### src/rtl/imem_loader_pkg.sv
// imem_loader shared types: loader FSM states and stream framing constants.
// Optional trailing-checksum stage is enabled by IMEM_LOADER_CHECKSUM_EN.
package imem_loader_pkg;

  typedef enum logic [2:0] {
    HDR0,
    HDR1,
    DATA,
    WRITE,
    CSUM,
    DONE,
    ERR
  } ldr_state_e;

  localparam int LDR_HDR_BYTES  = 2;
  localparam int LDR_WORD_BYTES = 4;

endpackage

### src/rtl/imem_loader_byte_packer.sv
// byte_packer: collects stream bytes little-endian into a 32-bit word.
// o_full flags that the next load completes the word.
import imem_loader_pkg::*;

module byte_packer (
  input  logic        clk,
  input  logic        i_clr,
  input  logic        i_load,
  input  logic [7:0]  i_byte,
  output logic [31:0] o_word,
  output logic        o_full
);

  localparam int CW = $clog2(LDR_WORD_BYTES);

  logic [CW-1:0] r_cnt;
  logic [31:0]   r_word;

  always_ff @(posedge clk) begin
    if (i_clr) begin
      r_cnt  <= '0;
      r_word <= '0;
    end else if (i_load) begin
      r_word[{r_cnt, 3'b000} +: 8] <= i_byte;
      r_cnt <= r_cnt + 1'b1;
    end
  end

  assign o_word = r_word;
  assign o_full = (r_cnt == CW'(LDR_WORD_BYTES - 1));

endmodule

### src/rtl/imem_loader.sv
// imem_loader: boot loader streaming a counted image into instruction memory.
// Define IMEM_LOADER_CHECKSUM_EN to require a trailing XOR checksum byte.
import imem_loader_pkg::*;

module imem_loader #(
  parameter int ADDR_W = 8
) (
  input  logic              clk,
  input  logic              rst,
  input  logic [7:0]        in_data,
  input  logic              in_valid,
  output logic              in_ready,
  output logic              mem_we,
  output logic [ADDR_W-1:0] mem_addr,
  output logic [31:0]       mem_wd,
  output logic              cpu_rst,
  output logic              done,
  output logic              err
);

  localparam logic [16:0] DEPTH = 17'(1) << ADDR_W;

`ifdef IMEM_LOADER_CHECKSUM_EN
  localparam ldr_state_e END_ST = CSUM;
`else
  localparam ldr_state_e END_ST = DONE;
`endif

  ldr_state_e        r_state;
  logic [15:0]       r_count;
  logic [ADDR_W-1:0] r_idx;

  logic        w_acc;
  logic [15:0] w_cnt;
  logic [15:0] w_idx_nxt;
  logic        w_full;
  logic [31:0] w_word;

  assign w_acc     = in_valid & in_ready;
  assign w_cnt     = {in_data, r_count[7:0]};
  assign w_idx_nxt = 16'(r_idx) + 16'd1;

`ifdef IMEM_LOADER_CHECKSUM_EN
  logic [7:0] r_csum;

  always_ff @(posedge clk) begin
    if (rst)
      r_csum <= '0;
    else if (w_acc && r_state != CSUM)
      r_csum <= r_csum ^ in_data;
  end
`endif

  byte_packer u_pack (
    .clk    (clk),
    .i_clr  (rst),
    .i_load (w_acc && r_state == DATA),
    .i_byte (in_data),
    .o_word (w_word),
    .o_full (w_full)
  );

  always_ff @(posedge clk) begin
    if (rst) begin
      r_state <= HDR0;
      r_count <= '0;
      r_idx   <= '0;
    end else begin
      unique case (r_state)
        HDR0: if (w_acc) begin
          r_count[7:0] <= in_data;
          r_state      <= HDR1;
        end
        HDR1: if (w_acc) begin
          r_count <= w_cnt;
          if (w_cnt == 16'd0)
            r_state <= END_ST;
          else if ({1'b0, w_cnt} > DEPTH)
            r_state <= ERR;
          else
            r_state <= DATA;
        end
        DATA: if (w_acc && w_full)
          r_state <= WRITE;
        WRITE: begin
          r_idx   <= r_idx + 1'b1;
          r_state <= (w_idx_nxt == r_count) ? END_ST : DATA;
        end
`ifdef IMEM_LOADER_CHECKSUM_EN
        CSUM: if (w_acc)
          r_state <= (in_data == r_csum) ? DONE : ERR;
`endif
        DONE: r_state <= DONE;
        ERR:  r_state <= ERR;
        default: r_state <= ERR;
      endcase
    end
  end

  // All outputs decode from the state register; mem_wd is the packer register.
  assign in_ready = (r_state == HDR0) || (r_state == HDR1) ||
                    (r_state == DATA) || (r_state == CSUM);
  assign mem_we   = (r_state == WRITE);
  assign mem_addr = r_idx;
  assign mem_wd   = w_word;
  assign done     = (r_state == DONE);
  assign err      = (r_state == ERR);
  assign cpu_rst  = (r_state != DONE);

endmodule

### config.mk
export PLATFORM = sky130hd
export DESIGN_NAME = imem_loader
export DESIGN_NICKNAME = d
export VERILOG_FILES = /design/src/rtl/imem_loader_pkg.sv /design/src/rtl/imem_loader_byte_packer.sv /design/src/rtl/imem_loader.sv
export SDC_FILE = /design/constraint.sdc
export NUM_CORES = 1
export LEC_CHECK = 0
export BUFFER_PORTS_ARGS = -buffer_cell sky130_fd_sc_hd__clkbuf_2
export CORE_ASPECT_RATIO = 0.8
export CORE_UTILIZATION = 54
export DETAILED_ROUTE_END_ITERATION = 6
export GPL_ROUTABILITY_DRIVEN = 0
export PLACE_DENSITY = 0.79
export SLEW_MARGIN = 0
export SYNTH_ARGS = -nofsm -noshare
export SYNTH_HDL_FRONTEND = slang
export SYNTH_SLANG_ARGS = --single-unit
### constraint.sdc
create_clock -name clk -period 2.3 [get_ports clk]
set_input_delay 0.115 -clock clk [delete_from_list [all_inputs] [get_ports clk]]
set_output_delay 0.115 -clock clk [all_outputs]
set_load 0.02 [all_outputs]
==> run metrics <==
Initial DRC Count 219; Final Hold Vio Count 0; Worst-Margin Slew 0.616 ns; fmax between 500 and 600 MHz; Avg Cell Area, Syn 7.87 µm²; die height about 66 µm; slowest CP cell dfxtp_1; Post-DRT Antenna Nets 0; setup skew after layout 0.00479 ns; Max-cap violations 0; WL per Instance between 10 and 15 µm; static leakage between 0.001 and 0.0015 µW; crit-path max FO 6; # port buffers 55; # diodes 0; Nets around 420; vias in the first global route ~2200; Slew Viols, Final 0; main area contributors after synthesis dfxtp_1 (45%), nand2_1 (11%), a21oi_1 (9.9%); final critical-path share of the clock period 85.4%; Worst Path Buf+Inv 0; PostCTS Resize Cnt 0; # hold bufs at CTS 0; P_sw roughly 630 µW; CP arrival roughly 2.2 ns; minimum clock period 1.96 ns; data required time of the critical path 2.55 ns; Syn Std Cell Area 2730 µm²; io pins 56; layout cell share with drive strength beyond 1 20.9%; Via Count 2601; sequential share of power 45.4%; RSZ-0062 raised after global routing no; RR Startpoint mem_addr[1]$_SDFFE_PP0P_; reg2reg path depth 6; Clock Latency Late Sink approximately 0.34 ns; critical path capture point type register; clk slew on worst S/H paths 0.07 ns; core footprint between 4000 and 5000 µm²; Hold Path End r_count[9]$_SDFFE_PP0P_; critical path class reg2reg; peak per-stage delay on the critical path approximately 0.41 ns; commonest cells after routing, fill and taps aside nand2_1 (81), dfxtp_1 (61), clkbuf_2 (55); Worst R2R Setup Slack about 0.34 ns; area leader, netlist dfxtp_1; Placed Area 3080 µm²; Syn-to-layout area delta 21.1%; DIE AREA 5350 µm²; commonest non-fill, non-tap cell in the layout nand2_1; synthesized instance count 347; status complete, no violations; CTS tree yes; hold_sp in_data[1]; combinational power share 11.3%; Yosys Warn Count 0; worst hold path depth 3; CTS sink count 61; Cell Chain, Critical Path ha_1, nand2_1, or3_1, a211oi_2, nand4b_1, a311oi_1; final wirelength 6710 µm; reg2reg end r_state[2]$_SDFFE_PP0P_; Sum Neg Setup Slack 0 ns; crit-path leading delay family simple AND/OR/NAND/NOR gates; Int Pwr 1860 µW; Clk pwr share 43.4%; HP Class in2reg; Slew headroom 58.9%; pin count of the biggest net entering global routing 31; Root Buffer clkbuf_8; register bit total from synthesis 61; initial antenna violation count 0; # DRC 0; GRT overflow 0; H-tree depth 3; Total GRT Usage between 20 and 30%; TritonCTS Buffers 9; fraction of power spent switching nets about a quarter; Via-to-Cell Ratio 5.52; Design Area, Final 3310 µm²; Synth Net Count about 360; # rows 22; clock tree buffer depth 2; Cell variety after synth 38; Starting Density just under 60%; Setup violations, final 0; Synth top area share 44.7%; CP Launch Type register; first-pass GRT wire length about 11000 µm; PD cells approximately 750 nW/µm²; Setup Fix Bufs, Post-CTS 0; Seq/Total Area, Yosys 44.7%; maximum vdd drop 0.597 mV; drt first pass iters 4; die width 81.5 µm; Post-DP HPWL approximately 4600 µm
[per-stage QoR]
stage | utilization, % | setup slack [ns] | std cells | power, µW | hold WS (ns)
final | 70.2 | 0.336 | 471 | 2490 | 0.122
after global routing | 70.2 | 0.212 | 471 | 2590 | 0.125
after CTS | 70.2 | 0.365 | 471 | 2500 | 0.112
after detailed placement | 65.4 | 0.382 | 455 | 1430 | 0.446
after global placement | 65.4 | 0.458 | 455 | 1420 | 0.439
after floorplan | - | 0.347 | 347 | 1340 | 0.251
[cells in the mapped netlist]
cell type	instances
xor2_1	4
a211oi_2	1
o21a_1	1
ha_1	6
nand4b_1	2
clkbuf_1	9
mux2i_1	2
nor2b_1	2
nand4_1	3
o31a_1	1
clkbuf_2	1
or3_2	2
and2b_2	1
xnor2_1	13
and2_1	4
buf_2	5
nor4_1	4
nand3_1	36
dfxtp_1	61
o21ai_0	5
o2bb2ai_1	1
a21boi_0	1
and3_2	1
a211oi_1	2
o221ai_1	1
a311oi_1	1
nand2_1	81
and3_1	2
nor2_1	14
or3_1	3
nand2b_1	3
nor3_1	7
nand3_2	1
nor3b_1	4
inv_1	6
and4_2	1
a21oi_1	54
buf_1	1
[layer usage]
metal	vias up	GRT usage, %	wire length (µm)
li1	1308	-	-
met1	1210	38.7	3250
met2	75	39.0	2960
met3	8	7.92	445
met4	0	8.26	60
met5	-	0	0
[tightest hold or removal path, stage by stage]
cell	delay, ns
clkbuf_2	0.16
nand2_1	0.08
a21oi_1	0.05
[power by group through the flow]
stage	clock network, µW	logic, µW	registers, µW
after floorplan	0	190	1150
after global placement	0	273	1150
after detailed placement	0	277	1150
after CTS	1090	279	1130
after global routing	1140	313	1140
final	1080	281	1130
[state kept, by name, indices dropped and copies added (netlist names)]
name	flops
u_pack.r_cnt	2
mem_addr	8
u_pack.o_word	32
r_state	3
r_count	16
[logic make-up after synthesis]
kind of cell	count (synthesis)	share of synthesized area, %
simple gates	171	29.4
buf+inv	22	3.30
xor+xnor	17	5.45
fa+ha+maj	6	2.75
flops	61	44.7
mux	2	0.733
compound gates	68	13.7
[area by class of cell]
type                    count  area [µm²]
fillers                   385        1400
inverters                   6        22.5
clock buffers              12         155
clock inverters             4        70.1
multi-input cells         264        1420
flip-flops and latches     61        1220
repair buffers             64         343
well taps                  60        75.1
[worst max-delay path by stage]
stage | cells past startpoint | slack [ns] | endpoint | from
6_report | 6 | 0.34 | r_state[2]$_SDFFE_PP0P_ | mem_addr[1]$_SDFFE_PP0P_
5_1_grt | 6 | 0.21 | r_state[2]$_SDFFE_PP0P_ | mem_addr[1]$_SDFFE_PP0P_
4_1_cts | 6 | 0.36 | r_state[2]$_SDFFE_PP0P_ | mem_addr[1]$_SDFFE_PP0P_
3_5_place_dp | 6 | 0.38 | r_state[2]$_SDFFE_PP0P_ | mem_addr[1]$_SDFFE_PP0P_
3_3_place_gp | 6 | 0.46 | r_state[2]$_SDFFE_PP0P_ | mem_addr[1]$_SDFFE_PP0P_
2_1_floorplan | 6 | 0.35 | r_state[2]$_SDFFE_PP0P_ | mem_addr[0]$_SDFFE_PP0P_
Note: power is estimated with default switching activity, not from simulation.
